<file path="src/rtl/game_sequencer.sv">
// game_sequencer: flappy-style game FSM with bird/pipe tick prescalers and crash blink.
// Define SPEEDUP_EN to enable score-driven difficulty levels that shorten the pipe period.
module game_sequencer #(
  parameter int BIRD_DIV        = 4,
  parameter int PIPE_DIV        = 8,
  parameter int PIPE_STEP       = 2,
  parameter int PIPE_MIN        = 4,
  parameter int SCORE_PER_LEVEL = 2,
  parameter int CRASH_CYCLES    = 6
) (
  input  logic       clk,
  input  logic       reset,
  input  logic       flap,
  input  logic       collision,
  input  logic       score_pulse,
  output logic       bird_tick,
  output logic       pipe_tick,
  output logic       freeze,
  output logic       game_clear,
  output logic       flash,
  output logic [1:0] state,
  output logic [2:0] level
);
  localparam int BW = $clog2(BIRD_DIV + 1);
  localparam int PW = $clog2(PIPE_DIV + PIPE_MIN + 1);
  localparam int CW = $clog2(CRASH_CYCLES + 1);
  typedef enum logic [1:0] {IDLE, PLAY, CRASH, OVER} st_t;
  st_t st, st_nx;
  logic [1:0] flap_r;
  logic [BW-1:0] bcnt;
  logic [PW-1:0] pcnt;
  logic [CW-1:0] ccnt;
  logic flap_rise, play, start, b_wrap, p_wrap;
  int p_len;
  assign flap_rise = flap_r[0] & ~flap_r[1];
  // a colliding cycle is already treated as lost: no ticks, no score
  assign play   = st == PLAY && !collision;
  assign start  = st == IDLE && flap_rise;
  assign b_wrap = int'(bcnt) >= BIRD_DIV - 1;
  assign p_wrap = int'(pcnt) >= p_len - 1;
  assign state  = st;
  assign freeze = st != PLAY;
  always_comb begin
    st_nx = st;
    case (st)
      IDLE:  st_nx = flap_rise ? PLAY : IDLE;
      PLAY:  st_nx = collision ? CRASH : PLAY;
      CRASH: st_nx = int'(ccnt) == CRASH_CYCLES - 1 ? OVER : CRASH;
      OVER:  st_nx = flap_rise ? IDLE : OVER;
      default: st_nx = IDLE;
    endcase
  end
  always_ff @(posedge clk or posedge reset)
    if (reset) st <= IDLE;
    else st <= st_nx;
  always_ff @(posedge clk or posedge reset) begin
    if (reset) begin
      flap_r     <= '0;
      bcnt       <= '0;
      pcnt       <= '0;
      ccnt       <= '0;
      bird_tick  <= 1'b0;
      pipe_tick  <= 1'b0;
      flash      <= 1'b0;
      game_clear <= 1'b1;
    end else begin
      flap_r     <= {flap_r[0], flap};
      bird_tick  <= play && b_wrap;
      pipe_tick  <= play && p_wrap;
      bcnt       <= start ? '0 : play ? (b_wrap ? '0 : bcnt + 1'b1) : bcnt;
      pcnt       <= start ? '0 : play ? (p_wrap ? '0 : pcnt + 1'b1) : pcnt;
      ccnt       <= st == CRASH ? ccnt + 1'b1 : '0;
      flash      <= st_nx == CRASH ? (st == CRASH ? ~flash : 1'b1) : st_nx == OVER;
      game_clear <= st == OVER && flap_rise;
    end
  end
`ifdef SPEEDUP_EN
  logic [$clog2(SCORE_PER_LEVEL + 1)-1:0] sc;
  always_ff @(posedge clk or posedge reset) begin
    if (reset) begin
      sc    <= '0;
      level <= '0;
    end else if (start) begin
      sc    <= '0;
      level <= '0;
    end else if (play && score_pulse) begin
      sc    <= int'(sc) == SCORE_PER_LEVEL - 1 ? '0 : sc + 1'b1;
      level <= int'(sc) == SCORE_PER_LEVEL - 1 && level != 3'd7 ? level + 1'b1 : level;
    end
  end
  assign p_len = PIPE_DIV - int'(level) * PIPE_STEP < PIPE_MIN ? PIPE_MIN
               : PIPE_DIV - int'(level) * PIPE_STEP;
`else
  logic unused_score;
  assign unused_score = score_pulse;
  assign level = '0;
  assign p_len = PIPE_DIV;
`endif
endmodule

</file>
<file path="config.mk">
export PLATFORM = sky130hd
export DESIGN_NAME = game_sequencer
export DESIGN_NICKNAME = d
export VERILOG_FILES = /design/src/rtl/game_sequencer.sv
export SDC_FILE = /design/constraint.sdc
export NUM_CORES = 1
export LEC_CHECK = 0
export CAP_MARGIN = 20
export CORE_MARGIN = 4
export CORE_UTILIZATION = 35
export DETAILED_ROUTE_END_ITERATION = 12
export PLACE_DENSITY_LB_ADDON = 0.1
export SLEW_MARGIN = 20
export SYNTH_ARGS = -nofsm -noshare
export SYNTH_HDL_FRONTEND = slang
export SYNTH_SLANG_ARGS = --single-unit
export TNS_END_PERCENT = 50
</file>
<file path="constraint.sdc">
create_clock -name clk -period 2.27 [get_ports clk]
set_input_delay 0.227 -clock clk [delete_from_list [all_inputs] [get_ports clk]]
set_output_delay 0.227 -clock clk [all_outputs]
set_load 0.05 [all_outputs]
</file>
# Yosys cells after proc, flatten, opt, wreduce, memory -nomap -nowiden
# Index checks and enable logic that the tools add are counted.
dict set report op_classes {
  n_addsub 3
  order_cmp 2
  eq_ne 7
  mux 14
  bitwise_logic 3
  n_reduce_logical 8
}
# cell n
set ops {}
lappend ops {{3-bit 2-to-1 mux} 4}
lappend ops {{4-bit 2-to-1 mux} 3}
lappend ops {{2-bit equality test, second input constant} 4}
lappend ops {{2-bit one-hot mux with 4 select lines} 1}
lappend ops {{3-bit by 1-bit adder with 3-bit output, second input constant} 2}
lappend ops {{1-bit logical AND} 5}
lappend ops {{4-bit by 1-bit adder with 4-bit output, second input constant} 1}
lappend ops {{4-bit by 3-bit greater-or-equal comparator with 1-bit output, second input constant} 1}
lappend ops {{1-bit 2-to-1 mux} 4}
lappend ops {{2-bit 2-to-1 mux} 2}
lappend ops {{3-bit equality test, second input constant} 1}
lappend ops {{3-bit by 2-bit greater-or-equal comparator with 1-bit output, second input constant} 1}
lappend ops {{2-bit by 1-bit equality test with 1-bit output, second input constant} 1}
lappend ops {{2-bit zero test} 1}
lappend ops {{2-bit by 1-bit inequality test with 1-bit output, second input constant} 1}
lappend ops {{1-bit inverter} 2}
lappend ops {{2-bit nonzero test} 1}
lappend ops {{1-bit bitwise AND} 1}
lappend ops {{1-bit zero test} 1}
dict set report totals {
  reg_bits 18
  in_bits 5
  out_inout_bits 10
}

# Logic depth before layout (Yosys ltp)
# Gate-level depths: netlist of run 1.
dict set report logic_depth {
  ltp_word 6
  depth_mapped 5
  ltp_nobuf 5
}

# Worst setup path after synthesis of run 1
# Ideal clock, no wire load.
dict set report synth_timing {
  path_kind {register -> output}
  startpoint {reg st[1] (netlist: state[1])}
  endpoint {out freeze}
  arrival_time_ns 1.411
  slack_ns 0.632
  stages_incl_launch_ff 3
  n_path_buf 1
  cell_sequence {dfrtp_1 buf_2 or2b_1}
}
dict set report synth_via {
  elab_chain_len 1
}
# item line
set synth_lines {}
lappend synth_lines {{from (decl)} 28} ;# st_t st, st_nx;
lappend synth_lines {{from (signal assigned)} 55} ;# else st <= st_nx;
lappend synth_lines {{2-bit by 1-bit inequality test with 1-bit output} 42} ;# assign freeze = st != PLAY;
lappend synth_lines {{to (decl)} 18} ;# output logic freeze,
# Every way passes these cells.

# Worst setup path in the final report of run 1
dict set report layout_timing {
  startpoint {reg st[0] (netlist: state[0])}
  endpoint {out freeze}
}
# Same word-level chain as after synthesis.

==> results of run 1 <==
## metal layers
| metal | part of all wire [%] | up-vias | wire length (um) |
|---|---|---|---|
| met2 | 41 | 11 | 596 |
| met5 | 0 | - | 0 |
| li1 | - | 276 | - |
| met3 | 5.3 | 2 | 77 |
| met4 | 0.62 | 0 | 9 |
| met1 | 53 | 256 | 771 |
## path summary, 6_finish.rpt
check                                from         to
worst max-delay path             state[0]     freeze
worst min-delay path                reset  bird_tick
worst max register to register    bcnt[0]    bcnt[2]
worst min register to register  flap_r[0]  flap_r[1]
max in group asynchronous           reset   state[1]
min in group clk                     flap  flap_r[0]
## Yosys cell counts
library cell	n	area, um^2
sky130_fd_sc_hd__a211oi_1	1	7.51
sky130_fd_sc_hd__a21bo_2	1	10.0
sky130_fd_sc_hd__a21o_1	1	7.51
sky130_fd_sc_hd__a21oi_1	5	25.0
sky130_fd_sc_hd__a22o_1	2	17.5
sky130_fd_sc_hd__a32o_1	1	10.0
sky130_fd_sc_hd__and2_1	1	6.26
sky130_fd_sc_hd__and3_1	2	12.5
sky130_fd_sc_hd__buf_2	1	5.00
sky130_fd_sc_hd__buf_4	3	22.5
sky130_fd_sc_hd__buf_6	1	11.3
sky130_fd_sc_hd__conb_1	1	3.75
sky130_fd_sc_hd__dfrtp_1	17	425
sky130_fd_sc_hd__dfstp_2	1	26.3
sky130_fd_sc_hd__ha_1	5	62.6
sky130_fd_sc_hd__inv_1	3	11.3
sky130_fd_sc_hd__mux2_2	2	22.5
sky130_fd_sc_hd__mux2i_1	1	10.0
sky130_fd_sc_hd__nand2_1	2	7.51
sky130_fd_sc_hd__nand2b_1	2	12.5
sky130_fd_sc_hd__nand3_1	2	10.0
sky130_fd_sc_hd__nor2_1	8	30.0
sky130_fd_sc_hd__nor2_2	1	6.26
sky130_fd_sc_hd__nor2b_1	2	12.5
sky130_fd_sc_hd__nor3b_4	1	18.8
sky130_fd_sc_hd__nor4_2	1	12.5
sky130_fd_sc_hd__nor4b_4	1	23.8
sky130_fd_sc_hd__o21ai_1	2	10.0
sky130_fd_sc_hd__o2bb2ai_1	1	8.76
sky130_fd_sc_hd__or2b_1	1	7.51
sky130_fd_sc_hd__or3b_4	1	11.3
sky130_fd_sc_hd__xnor2_1	1	8.76
## logic make-up (layout without fill, tap and decap cells)
kind of cell	Yosys count	in the layout	share of synthesized area, %
and+or+nand+nor	25	25	19.5
DFF	18	18	51.5
AOI/OAI and AO/OA	14	14	11.0
buffers and inverters	8	18	5.71
adders and majority gates	5	5	7.13
muxes	3	3	3.71
other	1	3	0.428
xor gates and xnor gates	1	1	0.999
## power breakdown
part	switching, mW	internal, mW
combinational	0.289	0.213
sequential	0.0880	0.409
clock	0.0966	0.0975
total	0.473	0.720
## through the flow
stage | total power [mW] | setup WS (ns) | area (um^2) | cells | util, %
floorplan | 0.885 | 0.632 | 885 | 77 | -
global placement | 0.997 | 0.549 | 988 | 111 | 43.0
detailed placement | 1.01 | 0.531 | 988 | 111 | 43.0
CTS | 1.21 | 0.187 | 1020 | 115 | 44.6
global route | 1.27 | 0.121 | 1020 | 115 | 44.6
finish | 1.19 | 0.199 | 1020 | 115 | 44.6
## area by class of cell
| type | count | area, um^2 | share of cell area (%) |
|---|---|---|---|
| clock buffers | 4 | 36.3 | 3.54 |
| repair buffers | 11 | 108 | 10.5 |
| well taps | 28 | 35.0 | 3.42 |
| flip-flops and latches | 18 | 452 | 44.1 |
| inverters | 3 | 11.3 | 1.10 |
| multi-input cells | 51 | 383 | 37.4 |
## registers in the layout, summed over array words and instances (netlist names)
signal and count:
pcnt 4, bcnt 3, ccnt 3, flap_r 2, state 2, bird_tick 1
flash 1, game_clear 1, pipe_tick 1
## worst max-delay path: cells and delay by family, from the launching register on
family / cells / cell delay [ns]
buf+inv: 1 / 0.71
simple gates: 1 / 0.27
flops: 1 / 0.58
==> results.txt, run 1 <==
The slowest stage of the critical path belongs to the cell sky130_fd_sc_hd__clkdlybuf4s50_1. The critical path is of the reg -> out type. The area enclosed by the die boundary came out at 0.00337 mm^2. The net count reported at finish is 98. The instance count of the mapped netlist is 75. The worst-case clock skew is 0.00375 ns.

The count of nets left with antenna violations after detail routing is 0. The TritonCTS sink count is 18. For this design the top-level I/O count stands at 15.

The fraction of met3 tracks used by global routing came out at 4.01%. The standard cell core area is 0.00230 mm^2. The worst hold path belongs to the class in -> async.

The cell area after synthesis came out at 877 um^2. In the final layout, the share of cells above drive strength 1 is 16.1%. The first global-routing pass estimated between 2000 and 2500 um of wire. After legalization and detailed placement, the total HPWL measured 1090 um. The H-tree depth is 1. The maximum number of pins on one net before global-route repair came out at 19.

TritonCTS built the clock tree. The number of distinct library cells after synthesis came out at 32. The leakage component of the power came out at between 0.4 and 0.5 nW. After synthesis, the mean cell area works out to 11.7 um^2. The final count of hold timing violations is 0. The count of final setup violators came out at 0. The max-slew violation count is 0. The growth of design area from synthesis to finish came out at 16.8%. For this run, design rule violations remaining after detail routing come to 0.

STA puts the critical path data arrival time at 1.84 ns. The setup TNS is 0 ns. The global routing stage identified its most utilized layer as met1. The data required time at the worst endpoint came out at 2.04 ns. The critical path's largest stage delay came out at 0.71 ns. The maximum fanout along the worst path came out at 10. The aggregate global routing overflow came out at 0.

The quantity of I/O buffers inserted on ports came out at 10. The count of filler cells inserted in the layout came out at about 230. Setup repair after global routing left no endpoint under its margin. For the pin with the worst max-slew slack, the measured transition is 0.678 ns.

Dividing the detail-routed wire length by the instance count gives about 13 um. The run finished with clean final reports. The met2 capacity usage during global routing is 12.3%. The number of post-CTS setup repair buffers came out at 0. The Yosys step of the flow raised 0 warnings. The number of gates resized after CTS came out at 0. The number of hold buffers added after cts is 0. The endpoint class of the critical path is a primary output. The row count came out at 17. The initial antenna violation count is 0. The total routing resource utilization after global routing came out at 8.99%. The number of DRC markers after the initial detailed-route iteration came out at 13.

The via count of the first global-routing pass came out at 495. The worst setup path is launched from a flop. The met1 usage in global routing is 12.6%. The number of iterations in the first detailed-routing pass came out at 4.

The worst path uses 91.2% of the clock period. Counting the buffers created by CTS gives 3. The die is just under 60 um wide. Clock tree synthesis selected as its root buffer the cell sky130_fd_sc_hd__clkbuf_4.

The critical path goes through or2b_1 -> clkdlybuf4s50_1. The worst-skew pair later-pin latency is 0.28 ns. The initial core utilization is 38.2%.

The routability congestion estimate came out at 0.695. After synthesis, flip-flops and latches occupy 51.5% of the total area. The time the worst path needs with I/O delays and setup is 2.07 ns. For flop-to-flop paths, the worst setup slack is 0.76 ns. The via-per-instance ratio is 4.74. The deepest clock path buffer count is 2. The worst hold-check slack is 0.334 ns. The worst register-to-register path has a depth of 5. The total via count after detailed routing is roughly 550. The die height came out at 58.1 um. The highest clock rate is 483 MHz. The power per unit of standard cell area came out at 1160 mW/mm^2. The antenna cell count came out at 0. Counting flops and latches in the post-synthesis netlist gives 18. After clock tree synthesis, the clock-pin slew on the worst setup and hold paths is 0.10 ns. Max-cap violations in this run came to 0.

The library cells used most frequently in the layout, excluding fill and tap cells, are 17 x sky130_fd_sc_hd__dfrtp_1, 10 x sky130_fd_sc_hd__clkdlybuf4s50_1, 8 x sky130_fd_sc_hd__nor2_1, 5 x sky130_fd_sc_hd__a21oi_1, 5 x sky130_fd_sc_hd__ha_1. The worst-case vdd ir drop came out at 620 uV. The most common cell after layout, fill and taps aside is sky130_fd_sc_hd__dfrtp_1. In this run the tightest slew margin relative to its limit is 54.7%.

The routed wire length is 1450 um.
(Power assumes the default switching activity.)
==> run 2: changes to the inputs <==
- GPL_TIMING_DRIVEN: default -> 0
==> results.txt, run 2 (same netlist as run 1, synthesis figures left out) <==
The flow ran to the end, and the final reports show no timing, DRC or antenna violations. The register bank with the most flops is pcnt. The number of design rule violations left after detail routing is 0. The net count reported at finish came out at 102. The layout has 235 filler cells. Clock skew on the completed layout was measured at 0.00437 ns. The share of final-layout standard cells stronger than drive strength 1 came out at a little under a fifth. The library cell used most frequently in the layout, excluding fill and tap cells, is sky130_fd_sc_hd__dfrtp_1.

In this run the static leakage power is 0.482 nW. The number of buffers inserted during clock tree synthesis came out at 3. The time the worst path needs with I/O delays and setup is 2.16 ns.

The quantity of I/O buffers inserted on ports is 10. The power per unit of standard cell area came out at 1120 mW/mm^2. The die is 58.1 um tall.

The floorplan step defined a die boundary enclosing 0.00337 mm^2. Setup repair after global routing left no endpoint under its margin. The deepest clock path buffer count is 2. The number of hold buffers added after cts came out at 0. The worst-case vdd ir drop is 555 uV. In this run the count of I/O pins placed on the die edge is 15.

The total via count after detailed routing is between 500 and 600. Max-cap violations in this run came to 0. The count of nets left with antenna violations after detail routing came out at 0.

The endpoint arrival time on the critical path came out at ~1.9 ns. The number of iterations in the first detailed-routing pass came out at 4. The number of post-CTS setup repair buffers came out at 0.

TritonCTS built the clock tree. The number of flip-flops under the largest register name is 4. The highest clock rate is 462 MHz. The growth of design area from synthesis to finish came out at 19.3%. By startpoint and endpoint, the worst setup path is classified as reg -> out. The initial core utilization is 38.2%. The detailed-placement wirelength estimate came out at roughly 1100 um. The global-route wire length before repair came out at 2540 um. The endpoint class of the critical path is a primary output.

The maximum number of pins on one net before global-route repair came out at 19. In this run the worst hold path is classified as in -> async. In the final layout, the multi-input gates occupy approximately 380 um^2.

The final count of hold timing violations is 0. The critical path launch point type is a flop. For the final routed database, the setup TNS stands at 0 ns. The antenna cell count came out at 0. The CTS clock-pin slew for the worst setup and hold paths is 0.10 ns. The aggregate global routing overflow came out at 0.

The data required time at the worst endpoint is 2.04 ns. The count of final setup violators came out at 0. The TritonCTS sink count came out at 18. The sequential cells in the finished layout cover a total of 452 um^2. In the final layout, the registers with the most flip-flops are pcnt: 4 flops, bcnt: 3 flops, ccnt: 3 flops. Leaving out fill and tap cells, the most frequent cells in the layout are 17 x sky130_fd_sc_hd__dfrtp_1, 10 x sky130_fd_sc_hd__clkdlybuf4s50_1, 8 x sky130_fd_sc_hd__nor2_1, 5 x sky130_fd_sc_hd__a21oi_1, 5 x sky130_fd_sc_hd__ha_1. The routability congestion estimate is 0.653.

The maximum fanout along the worst path came out at 10. The transition time of the tightest slew-check pin is ~0.66 ns. The wire length per cell after detailed routing came out at 11.8 um. The worst-skew pair later-pin latency is 0.29 ns. The via count of the first global-routing pass is about 570. For this block, the initial DRC count from the detailed router was 18. The cell sitting at the root of the clock tree is a sky130_fd_sc_hd__clkbuf_4. The portion of the clock cycle consumed by the worst path in the final layout is 95.3%. The width of the die came out at 58.1 um. The via-per-instance ratio came out at 4.82. The number of gates resized after CTS is 0. The final cell utilization of the core is ~46%. The row count is 17. The total routing resource utilization after global routing is 9.87%.

The routed wire length came out at about 1400 um. In this run the standard cell core region covers 0.00230 mm^2. CTS built an H-tree with a depth of 1. The max-slew headroom at the worst pin is 55.8%.

The initial antenna violation count was 0. The max-slew violation count came to 0.
==> run 2: cell count changes in the layout (fill, tap and decap cells not counted), sizes merged <==
cell and change:
buf +4
==> run 2: where the power goes <==
group / total, mW / switching (mW) / internal [mW]
Sequential: 0.488 / 0.0785 / 0.410
Combinational: 0.521 / 0.296 / 0.225
Clock: 0.161 / 0.0927 / 0.0683
==> run 2: path summary, 6_finish.rpt <==
check                      startpoint   endpoint  slack (ns)  cells after the start
hold reg to reg             flap_r[0]  flap_r[1]        0.44                      0
setup / recovery             state[1]     freeze        0.11                      3
hold / removal                  reset    ccnt[1]        0.33                      2
max in group asynchronous       reset   state[1]        1.52                      2
setup reg to reg              bcnt[0]    bcnt[2]        0.74                      5
min in group clk                 flap  flap_r[0]        0.37                      1
==> run 2: area by class of cell <==
type	count	share of cell area [%]
clock buffer	4	2.51
timing repair buffer	10	9.57
multi-input combinational	51	36.6
tap	28	3.35
inverter	3	1.08
buffer	5	3.71
sequential	18	43.2
==> run 2: metal layers <==
metal / share of wire (%) / track usage [%] / vias up / wire [um]
met5: 0 / 0 / - / 0
met4: 1.6 / 3.97 / 0 / 23
met3: 6.9 / 4.01 / 4 / 96
met2: 46 / 15.8 / 15 / 641
met1: 46 / 11.7 / 270 / 637
li1: - / - / 285 / -
==> run 2: worst max-delay path: stages (launching register included) <==
cell	delay, ns
sky130_fd_sc_hd__dfrtp_1	0.49
sky130_fd_sc_hd__buf_2	0.25
sky130_fd_sc_hd__or2b_1	0.12
sky130_fd_sc_hd__clkdlybuf4s50_1	0.79
==> run 2: metrics by stage <==
stage          total power, mW  worst slack (ns)  hold WS, ns  instance area, um^2  std cells
2_1_floorplan            0.885             0.632        0.165                  885         77
6_report                  1.17             0.107        0.325                 1050        119
3_5_place_dp              1.02             0.419        0.425                 1020        115
5_1_grt                   1.26           0.00369        0.369                 1050        119
4_1_cts                   1.19            0.0850        0.351                 1050        119
3_3_place_gp              1.01             0.424        0.419                 1020        115
